--- config.mk ---
export PLATFORM = sky130hd
export DESIGN_NAME = sram_16x8
export DESIGN_NICKNAME = d
export VERILOG_FILES = /design/src/rtl/sram_16x8.sv
export SDC_FILE = /design/constraint.sdc
export NUM_CORES = 1
export LEC_CHECK = 0
export BUFFER_PORTS_ARGS = -buffer_cell sky130_fd_sc_hd__buf_4
export CAP_MARGIN = 0
export CORE_MARGIN = 2
export CORE_UTILIZATION = 55
export CTS_BUF_LIST = sky130_fd_sc_hd__clkbuf_8
export CTS_CLUSTER_DIAMETER = 40
export DETAILED_ROUTE_END_ITERATION = 6
export PLACE_DENSITY = 0.77
export SYNTH_ARGS = -nofsm -noshare
export SYNTH_HDL_FRONTEND = slang
export SYNTH_SLANG_ARGS = --single-unit
--- constraint.sdc ---
create_clock -name clk -period 3.5 [get_ports clk]
set_input_delay 1.05 -clock clk [delete_from_list [all_inputs] [get_ports clk]]
set_output_delay 1.05 -clock clk [all_outputs]
set_load 0.01 [all_outputs]
--- src/rtl/sram_16x8.sv ---
// Single-port 16x8 synchronous RAM with registered, read-first output.
// A synchronous active-low reset clears the whole array and the output register.
module sram_16x8 #(
    parameter int DATA_WIDTH = 8,
    parameter int ADDR_WIDTH = 4
) (
    input  logic                  clk,
    input  logic                  rst,
    input  logic                  we,
    input  logic                  re,
    input  logic [ADDR_WIDTH-1:0] addr,
    input  logic [DATA_WIDTH-1:0] din,
    output logic [DATA_WIDTH-1:0] dout
);

    localparam int unsigned DEPTH = 2 ** ADDR_WIDTH;

    logic [DATA_WIDTH-1:0] mem [DEPTH];

    // The read samples mem before the same-edge write lands, giving read-first behaviour
    always_ff @(posedge clk) begin
        if (!rst) begin
            for (int unsigned i = 0; i < DEPTH; i++) begin
                mem[i] <= '0;
            end
            dout <= '0;
        end else begin
            if (we) begin
                mem[addr] <= din;
            end
            if (re) begin
                dout <= mem[addr];
            end
        end
    end

endmodule

==> results of run 1 <==
path summary, 6_finish.rpt:
kind                                 start        end  slack (ps)
worst max-delay path               addr[3]  mem[1][3]         960
worst min-delay path               dout[7]    dout[7]         550
worst max register to register  mem[14][3]    dout[3]        2110
worst min register to register     dout[7]    dout[7]         550
cell usage after synthesis, drive strengths merged (6+ instances only):
cell type and count:
nand3 9, mux4 8, mux2i 48, nand2 9, o22ai 16, nand2b 6, a2bb2oi 8, dfxtp 8
buf 15, a31oi 8, and2 129, clkbuf 14, nor2 21, o21ai 20, edfxtp 128
metrics by stage:
stage | power, mW | std cells | utilization
global route | 3.746 | 640 | 0.6206
global placement | 2.205 | 608 | 0.5809
finish | 3.636 | 641 | 0.6208
floorplan | 2.114 | 459 | -
detailed placement | 2.216 | 608 | 0.5809
CTS | 3.655 | 640 | 0.6206
registers in the layout, indices dropped and copies added, names as in the netlist:
register	flops
dout	8
mem	128
power groups by stage:
stage,clock network [mW],registers [mW],logic (mW)
2_1_floorplan,0,1.93,0.186
3_3_place_gp,0,1.93,0.272
3_5_place_dp,0,1.94,0.280
4_1_cts,1.47,1.90,0.281
5_1_grt,1.53,1.91,0.302
6_report,1.45,1.90,0.281
cells by family after synthesis:
family / Yosys count / synth area share
multiplexers: 56 / 0.1037
AND/OR/NAND/NOR: 186 / 0.1851
AO/OA/AOI/OAI: 52 / 0.05030
buffers and inverters: 29 / 0.03222
flip-flops: 136 / 0.6287
critical path, delay by kind of cell:
family	cells	cell delay, ps
compound gates	1	890
buf+inv	1	260
simple gates	2	370
area by class of cell:
| class | instances | area (sq um) |
|---|---|---|
| antenna | 1 | 2.502 |
| clock buffer | 18 | 247.7 |
| clock inverter | 14 | 202.7 |
| fill | 835 | 4312 |
| multi-input combinational | 294 | 2160 |
| sequential | 136 | 4004 |
| tap | 143 | 178.9 |
| timing repair buffer | 35 | 262.8 |
per-layer routing:
| metal | share of wire | up-vias |
|---|---|---|
| met5 | 0 | - |
| met4 | 0.024 | 0 |
| met3 | 0.069 | 26 |
| met2 | 0.48 | 139 |
| met1 | 0.43 | 1792 |
| li1 | - | 1730 |
==> results.ini, run 1 <==
[timing]
rsz0062_at_grt = false
hold-worst-slack_ps = 547.5
fmax_mhz = 394.3
period_needed_ps = 2536
worst_slack_ps = 963.8
max_slew.worst_pin.slew_ps = 1095
tns_ps = 0
maxSlewHeadroom = 0.2622
drv_slew = 0
period_share = 0.7246
finalSetupViolations = 0
timing_hold_violations_final = 0
fin_worst_skew_ps = 14.15

[worst_setup_path]
worst_r2r_path_depth = 4
path_class = input pin to flip-flop
arrival_ps = 2590
crit_chain = buf_4 -> nor2_1 -> nand3_1 -> o21ai_0
cp_slowest_cell = o21ai_0
endpoint_kind = flip-flop
cp-start-kind = input pin
critPathMaxStageDelay_ps = 890
path_max_fanout = 32
cp.required_ps = 3550

[floorplanning]
rows = 39
core-area_sq_um = 11370
ios = 24
fp.dieH_um = 111.6
die_x_um = 111.6
start_util = 0.5601
dieArea_sq_um = 12460

[placement]
place.gp.congestion = 0.8529
port-buffer-count = 23
dp_slack_ps = 430.5
place_area_sq_um = 6605
hpwl_mm = 8.548

[clock_tree]
path_clk_slew_ps = 80
post_cts_buffers = 0
clk_path_buf_depth = 2
cts_resized = 0
h-tree-depth = 4
cts.sinks = 136
clkLatencyLatePin_ps = 440
postCtsHoldBufs = 0
root_buffer = clkbuf_8
cts_made_buffers = 17
tritoncts = done

[synth]
syn_inst = 459
netlist_area_sq_um = 6369
synth_cell_types = 30
synth.top_cell.area_share = 0.6035
synth_seq_area_share = 0.6287
async_flop_share = 0
yosys_warnings = 0
synth_ff_type = edfxtp_1
synthTopCellsByArea = edfxtp_1 60%, and2_1 13%, mux2i_1 7.5%
yosysTopAreaCell = edfxtp_1
avgSynthCellArea_sq_um = 13.87
synth-edff-count = 128
syn_nets = 475
ys_seq_elements = 136

[global_routing]
grt_busiest_layer = met2
grt.total_usage = 0.2224
antenna_found_initial = 0
grt_max_degree = 33
grt_util_met3 = 0.05171
use_met1 = 0.3072
grt_pass1_vias = 3632
grt_overflow = 0
grt_util_met2 = 0.3427
grt_pass1_wl_mm = 20.63

[route]
vias = 3687
wl_mm = 12.96
via_per_inst = 5.752
wl_per_cell_um = 20.22
drt_iter0_markers = 302
drc = 0
drtAntennaViolNets = 0
drtPass1Iterations = 5

[final_layout]
final_area_sq_um = 7058
nets = 500
layout-drive-gt1-share = 0.1710
area_delta_synth_final_pct = 10.83
layout_common_cells = 129 x and2_1, 128 x edfxtp_1, 48 x mux2i_1
layout_commonest_cell = and2_1

[power_and_ir_drop]
p_switching_mw = 0.7964
p_int_mw = 2.839
power_frac_comb = 0.077
p_leak_nw = 2.621
vdd_drop_max_mv = 0.2355
sw_frac_of_total = 0.2191
pwr-share-seq = 0.522
clock_power_share = 0.400
cellPowerDensity_nw_per_um2 = 515.1

[outcome]
status = completed

[hold_path]
worstHoldPathCells = 2
hold_path.class = flip-flop to flip-flop

[job]
drv_cap = 0

Note: power is estimated with default switching activity, not from simulation.
==> run 2, diff against run 1 <==
--- a/config.mk
+++ b/config.mk
@@ -5,6 +5,7 @@
 export SDC_FILE = /design/constraint.sdc
 export NUM_CORES = 1
 export LEC_CHECK = 0
+export ABC_AREA = 1
 export BUFFER_PORTS_ARGS = -buffer_cell sky130_fd_sc_hd__buf_4
 export CAP_MARGIN = 0
 export CORE_MARGIN = 2
@@ -12,7 +13,7 @@
 export CTS_BUF_LIST = sky130_fd_sc_hd__clkbuf_8
 export CTS_CLUSTER_DIAMETER = 40
 export DETAILED_ROUTE_END_ITERATION = 6
-export PLACE_DENSITY = 0.77
+export PLACE_DENSITY = 0.8
 export SYNTH_ARGS = -nofsm -noshare
 export SYNTH_HDL_FRONTEND = slang
 export SYNTH_SLANG_ARGS = --single-unit
==> constraint.sdc (replaced) <==
create_clock -name clk -period 2.16 [get_ports clk]
set_input_delay 0.648 -clock clk [delete_from_list [all_inputs] [get_ports clk]]
set_output_delay 0.648 -clock clk [all_outputs]
set_load 0.01 [all_outputs]
==> run 2 against run 1 <==
Against the previous run: sequential share of layout area barely moved; setup slack got worse by 360 ps; synthesized cell count rose by 53%; clock-buffer cell count rose by 3; core utilization rose by 2.2 points; clock power rose by 21%; clock skew fell by 7.3 ps; sequential power rose by 62%; global-route usage rose by 2.1 points; non-clock buffer count rose by 22; largest cell class unchanged; largest power group unchanged.
==> results.ini, run 2 <==
[outcome]
status = completed

[worst_setup_path]
cp-start-kind = input pin
cp_num_buf_inv = 1
path_max_fanout = 9
cp_top_family = simple AND/OR/NAND/NOR gates
cp.required_ps = 2290
critPathMaxStageDelay_ps = 300
crit_top_cell = nand2_1
arrival_ps = 1680
path_class = input pin to flip-flop
crit_chain = buf_4 -> nand2_1 -> nor2_2 -> nand2_2 -> nand2_1
cp_slowest_cell = nor2_2
endpoint_kind = flip-flop

[route]
wl_mm = 14.31
via_per_inst = 5.388
vias = 4844
drtAntennaViolNets = 0
drtPass1Iterations = 5
drt_iter0_markers = 445
wl_per_cell_um = 15.91
drc = 0

[placement]
place.gp.congestion = 0.9961
port-buffer-count = 23
hpwl_mm = 9.808

[timing]
period_needed_ps = 1559
rsz0062_at_grt = false
drv_slew = 0
max_slew.worst_pin.slew_ps = 429.0
finalSetupViolations = 0
tns_ps = 0
period_share = 0.7218
maxSlewHeadroom = 0.7130
fin_worst_skew_ps = 6.870
fmax_mhz = 641.4
timing_hold_violations_final = 0

[power_and_ir_drop]
p_leak_nw = 3.168
cellPowerDensity_nw_per_um2 = 759.4
pwr-share-seq = 0.574
sw_frac_of_total = 0.2413
total_power_mw = 5.359
p_switching_mw = 1.293
p_int_mw = 4.066
vdd_drop_max_mv = 0.5195
power_frac_comb = 0.099
clock_power_share = 0.327

[synth]
avgSynthCellArea_sq_um = 8.935
syn_nets = 717
synth-edff-count = 128
synth_commonest_cells = 326 x nand2_1, 147 x nor2_1, 128 x edfxtp_1
ys_seq_elements = 136
synth_seq_area_share = 0.6392
netlist_area_sq_um = 6264
yosysTopAreaCell = edfxtp_1
yosysMostFrequentCell = nand2_1
syn_inst = 701
yosys_warnings = 0
async_flop_share = 0
synthTopCellsByArea = edfxtp_1 61%, nand2_1 20%, nor2_1 8.8%
synth_ff_type = edfxtp_1
synth_cell_types = 16
synth.top_cell.area_share = 0.6137

[final_layout]
layout-drive-gt1-share = 0.1383
top_register = mem
layout_commonest_cell = nand2_1
layout_common_cells = 326 x nand2_1, 147 x nor2_1, 128 x edfxtp_1
diodes = 0
num-fill-cells = 860
nets = 762
area_delta_synth_final_pct = 12.66
largest_reg_flops = 128
top_regs = mem (128), dout (8)

[clock_tree]
clk_path_buf_depth = 2
postCtsHoldBufs = 0
cts_made_buffers = 17
tritoncts = done
path_clk_slew_ps = 70
cts_resized = 0
post_cts_buffers = 0
cts.sinks = 136
root_buffer = clkbuf_8
clkLatencyLatePin_ps = 450
h-tree-depth = 4

[floorplanning]
start_util = 0.5703
ios = 24
dieArea_sq_um = 12260
core-area_sq_um = 10980
die_x_um = 110.7
fp.dieH_um = 110.7
rows = 38

[global_routing]
grt_busiest_layer = met2
grt_util_met3 = 0.05796
grt_util_met2 = 0.3791
use_met1 = 0.3171
grt_pass1_vias = 4608
grt_overflow = 0
grt.total_usage = 0.2431
grt_max_degree = 33
grt_pass1_wl_mm = 22.78
antenna_found_initial = 0

[hold_path]
hold_path.class = flip-flop to flip-flop

[job]
drv_cap = 0

run 2: worst reg2reg max path: cells and delay by family, from the launching register on:
family           cells  cell delay, ps
flip-flops           1             380
AND/OR/NAND/NOR      8             640
run 2: logic make-up after synthesis:
group / share of synthesized area
buf+inv: 0.03336
simple gates: 0.3210
flops: 0.6392
compound gates: 0.006393
run 2: power by group through the flow:
stage | sequential (mW) | clock [mW] | combinational, mW
3_3_place_gp | 3.13 | 0 | 0.510
2_1_floorplan | 3.12 | 0 | 0.328
3_5_place_dp | 3.14 | 0 | 0.522
4_1_cts | 3.08 | 1.77 | 0.525
6_report | 3.08 | 1.75 | 0.529
5_1_grt | 3.09 | 1.87 | 0.585
run 2: layer usage:
metal	vias up	share of wire
met5	-	0
met3	48	0.094
li1	2319	-
met2	245	0.47
met1	2232	0.40
met4	0	0.039
run 2: final timing paths:
kind / start / endpoint / slack [ps] / depth (start not counted)
worst max-delay path: rst / mem[13][0] / 600 / 5
worst min-delay path: dout[2] / dout[2] / 520 / 2
worst max register to register: mem[2][6] / dout[6] / 1030 / 8
worst min register to register: dout[2] / dout[2] / 520 / 2
run 2: stage by stage:
step / area (sq um) / setup WS, ps / cells / utilization / hold WS [ps]
6_report: 7057 / 600.9 / 899 / 0.6425 / 520.6
5_1_grt: 7057 / 501.8 / 899 / 0.6425 / 559.7
4_1_cts: 7057 / 583.3 / 899 / 0.6425 / 520.3
3_5_place_dp: 6721 / 141.7 / 867 / 0.6120 / 502.5
3_3_place_gp: 6721 / 199.0 / 867 / 0.6120 / 491.1
2_1_floorplan: 6264 / 204.7 / 701 / - / 544.0
run 2: final cells by class:
cell class | instances | area (sq um) | share of cell area
repair buffers | 57 | 427.9 | 0.06064
flip-flops and latches | 136 | 4004 | 0.5674
well taps | 140 | 175.2 | 0.02482
inverters | 17 | 63.81 | 0.009043
multi-input cells | 517 | 2051 | 0.2906
clock inverters | 11 | 46.29 | 0.006560
clock buffers | 21 | 289.0 | 0.04096
==> run 3, diff against run 2 <==
--- a/config.mk
+++ b/config.mk
@@ -5,7 +5,7 @@
 export SDC_FILE = /design/constraint.sdc
 export NUM_CORES = 1
 export LEC_CHECK = 0
-export ABC_AREA = 1
+export ABC_AREA = 0
 export BUFFER_PORTS_ARGS = -buffer_cell sky130_fd_sc_hd__buf_4
 export CAP_MARGIN = 0
 export CORE_MARGIN = 2
==> constraint.sdc (replaced) <==
create_clock -name clk -period 1.3 [get_ports clk]
set_input_delay 0.39 -clock clk [delete_from_list [all_inputs] [get_ports clk]]
set_output_delay 0.39 -clock clk [all_outputs]
set_load 0.01 [all_outputs]
==> run 3 against run 2 <==
Against the previous run: the flow now finishes with violations (setup timing); first-iteration DRC count down 16%; sequential power rose by 66%; core utilization grew 2.5 points; register-to-register slack lost 1100 ps; combinational power grew 76%; setup slack worse by 650 ps; critical endpoint is now dout[7].
==> results.ini, run 3 (synthesized netlist as in run 1, its figures left out) <==
[final_layout]
top_regs = mem (128), dout (8)
layout_common_cells = 129 x and2_1, 128 x edfxtp_1, 49 x buf_4
largest_reg_flops = 128
fin_util = 0.6674
nets = 527
layout_commonest_cell = and2_1
area_delta_synth_final_pct = 19.16
layout-drive-gt1-share = 0.2977
diodes = 0
top_register = mem
num-fill-cells = 764

[route]
drtAntennaViolNets = 0
drt_iter0_markers = 373
via_per_inst = 5.786
wl_per_cell_um = 20.12
drtPass1Iterations = 5
drc = 0
vias = 3859
wl_mm = 13.42

[worst_setup_path]
path_class = flip-flop to flip-flop
cp-start-kind = flip-flop
endpoint_kind = flip-flop
worst_r2r_path_depth = 4
cp_slowest_cell = mux4_2
rrSetupSlack_ps = -50
crit_chain = mux4_2 -> a2bb2oi_2 -> nand3_2 -> a31oi_1
arrival_ps = 1680
path_max_fanout = 1
cp.required_ps = 1630
critPathMaxStageDelay_ps = 510

[timing]
max_slew.worst_pin.slew_ps = 429.2
period_needed_ps = 1347
fin_worst_skew_ps = 13.76
maxSlewHeadroom = 0.7138
worst_slack_ps = -46.64
tns_ps = -106.6
period_share = 1.036
drv_slew = 0
fmax_mhz = 742.6
finalSetupViolations = 6
rsz0062_at_grt = true
timing_hold_violations_final = 0

[placement]
place.gp.congestion = 0.9052
port-buffer-count = 23
hpwl_mm = 9.172

[floorplanning]
dieArea_sq_um = 12460
rows = 39
fp.dieH_um = 111.6
start_util = 0.5601
core-area_sq_um = 11370
die_x_um = 111.6
ios = 24

[global_routing]
grt_overflow = 0
grt_util_met3 = 0.04845
grt.total_usage = 0.2317
grt_max_degree = 21
grt_busiest_layer = met2
antenna_found_initial = 0
grt_pass1_wl_mm = 21.49
use_met1 = 0.3055
grt_pass1_vias = 3938
grt_util_met2 = 0.3695

[clock_tree]
cts.sinks = 136
path_clk_slew_ps = 80
clkLatencyLatePin_ps = 450
tritoncts = done
root_buffer = clkbuf_8
clk_path_buf_depth = 2
cts_made_buffers = 17
h-tree-depth = 4

[hold_path]
worstHoldPathCells = 2
hold_path.class = input pin to flip-flop

[power_and_ir_drop]
p_leak_nw = 2.813
vdd_drop_max_mv = 0.6875
cellPowerDensity_nw_per_um2 = 1251

[outcome]
violations = setup timing
status = finished with violations

[job]
drv_cap = 0

## run 3: cell count changes in the layout (fill, tap and decap cells not counted), sizes merged, moves of 16 or more
cell	previous run	this run
o22ai	0	16
mux2i	0	48
nand2	342	9
inv	23	0
and2	0	129
nor2	148	21
## run 3: metal layers
metal | part of all wire | vias to the layer above
li1 | - | 1785
met1 | 0.42 | 1905
met2 | 0.48 | 135
met3 | 0.056 | 34
met4 | 0.036 | 0
met5 | 0 | -
## run 3: report_power, final
part / switching (mW) / internal (mW) / total [mW]
sequential: 0.0843 / 5.04 / 5.12
combinational: 0.543 / 0.388 / 0.931
clock: 1.60 / 1.84 / 3.44
total: 2.22 / 7.27 / 9.49
## run 3: worst paths after layout
path               from      end
max          mem[12][7]  dout[7]
min                  re  dout[1]
max reg2reg  mem[12][7]  dout[7]
min reg2reg     dout[6]  dout[6]
## run 3: cell type report
class,count,area (sq um),area share
Clock inverter,12,125.1,0.01649
Timing Repair Buffer,62,549.3,0.07238
Tap cell,143,178.9,0.02358
Clock buffer,20,275.3,0.03627
Sequential cell,136,4014,0.5289
Multi-Input combinational cell,294,2446,0.3223
## run 3: repair_timing
item                       in CTS  in global routing
gates resized for setup        27                  8
setup endpoints to repair      27                 65
hold buffers                    0                  0
buffers inserted                0                  0
pin swaps                       8                  5
## run 3: metrics by stage
stage	hold slack (ps)	std cells	setup slack, ps	total power [mW]	cell area [sq um]
2_1_floorplan	546.4	459	-301.2	5.762	6615
3_3_place_gp	518.6	635	-590.6	6.052	7068
3_5_place_dp	527.6	635	-612.2	6.088	7068
4_1_cts	199.6	667	-37.41	9.522	7561
5_1_grt	225.7	667	-72.95	9.790	7589
6_report	229.6	667	-46.64	9.491	7589
## run 3: critical path: cells and delay by family (launching register included)
kind | cells | cell delay (ps)
mux | 1 | 510
flops | 1 | 400
compound gates | 2 | 240
simple gates | 1 | 80
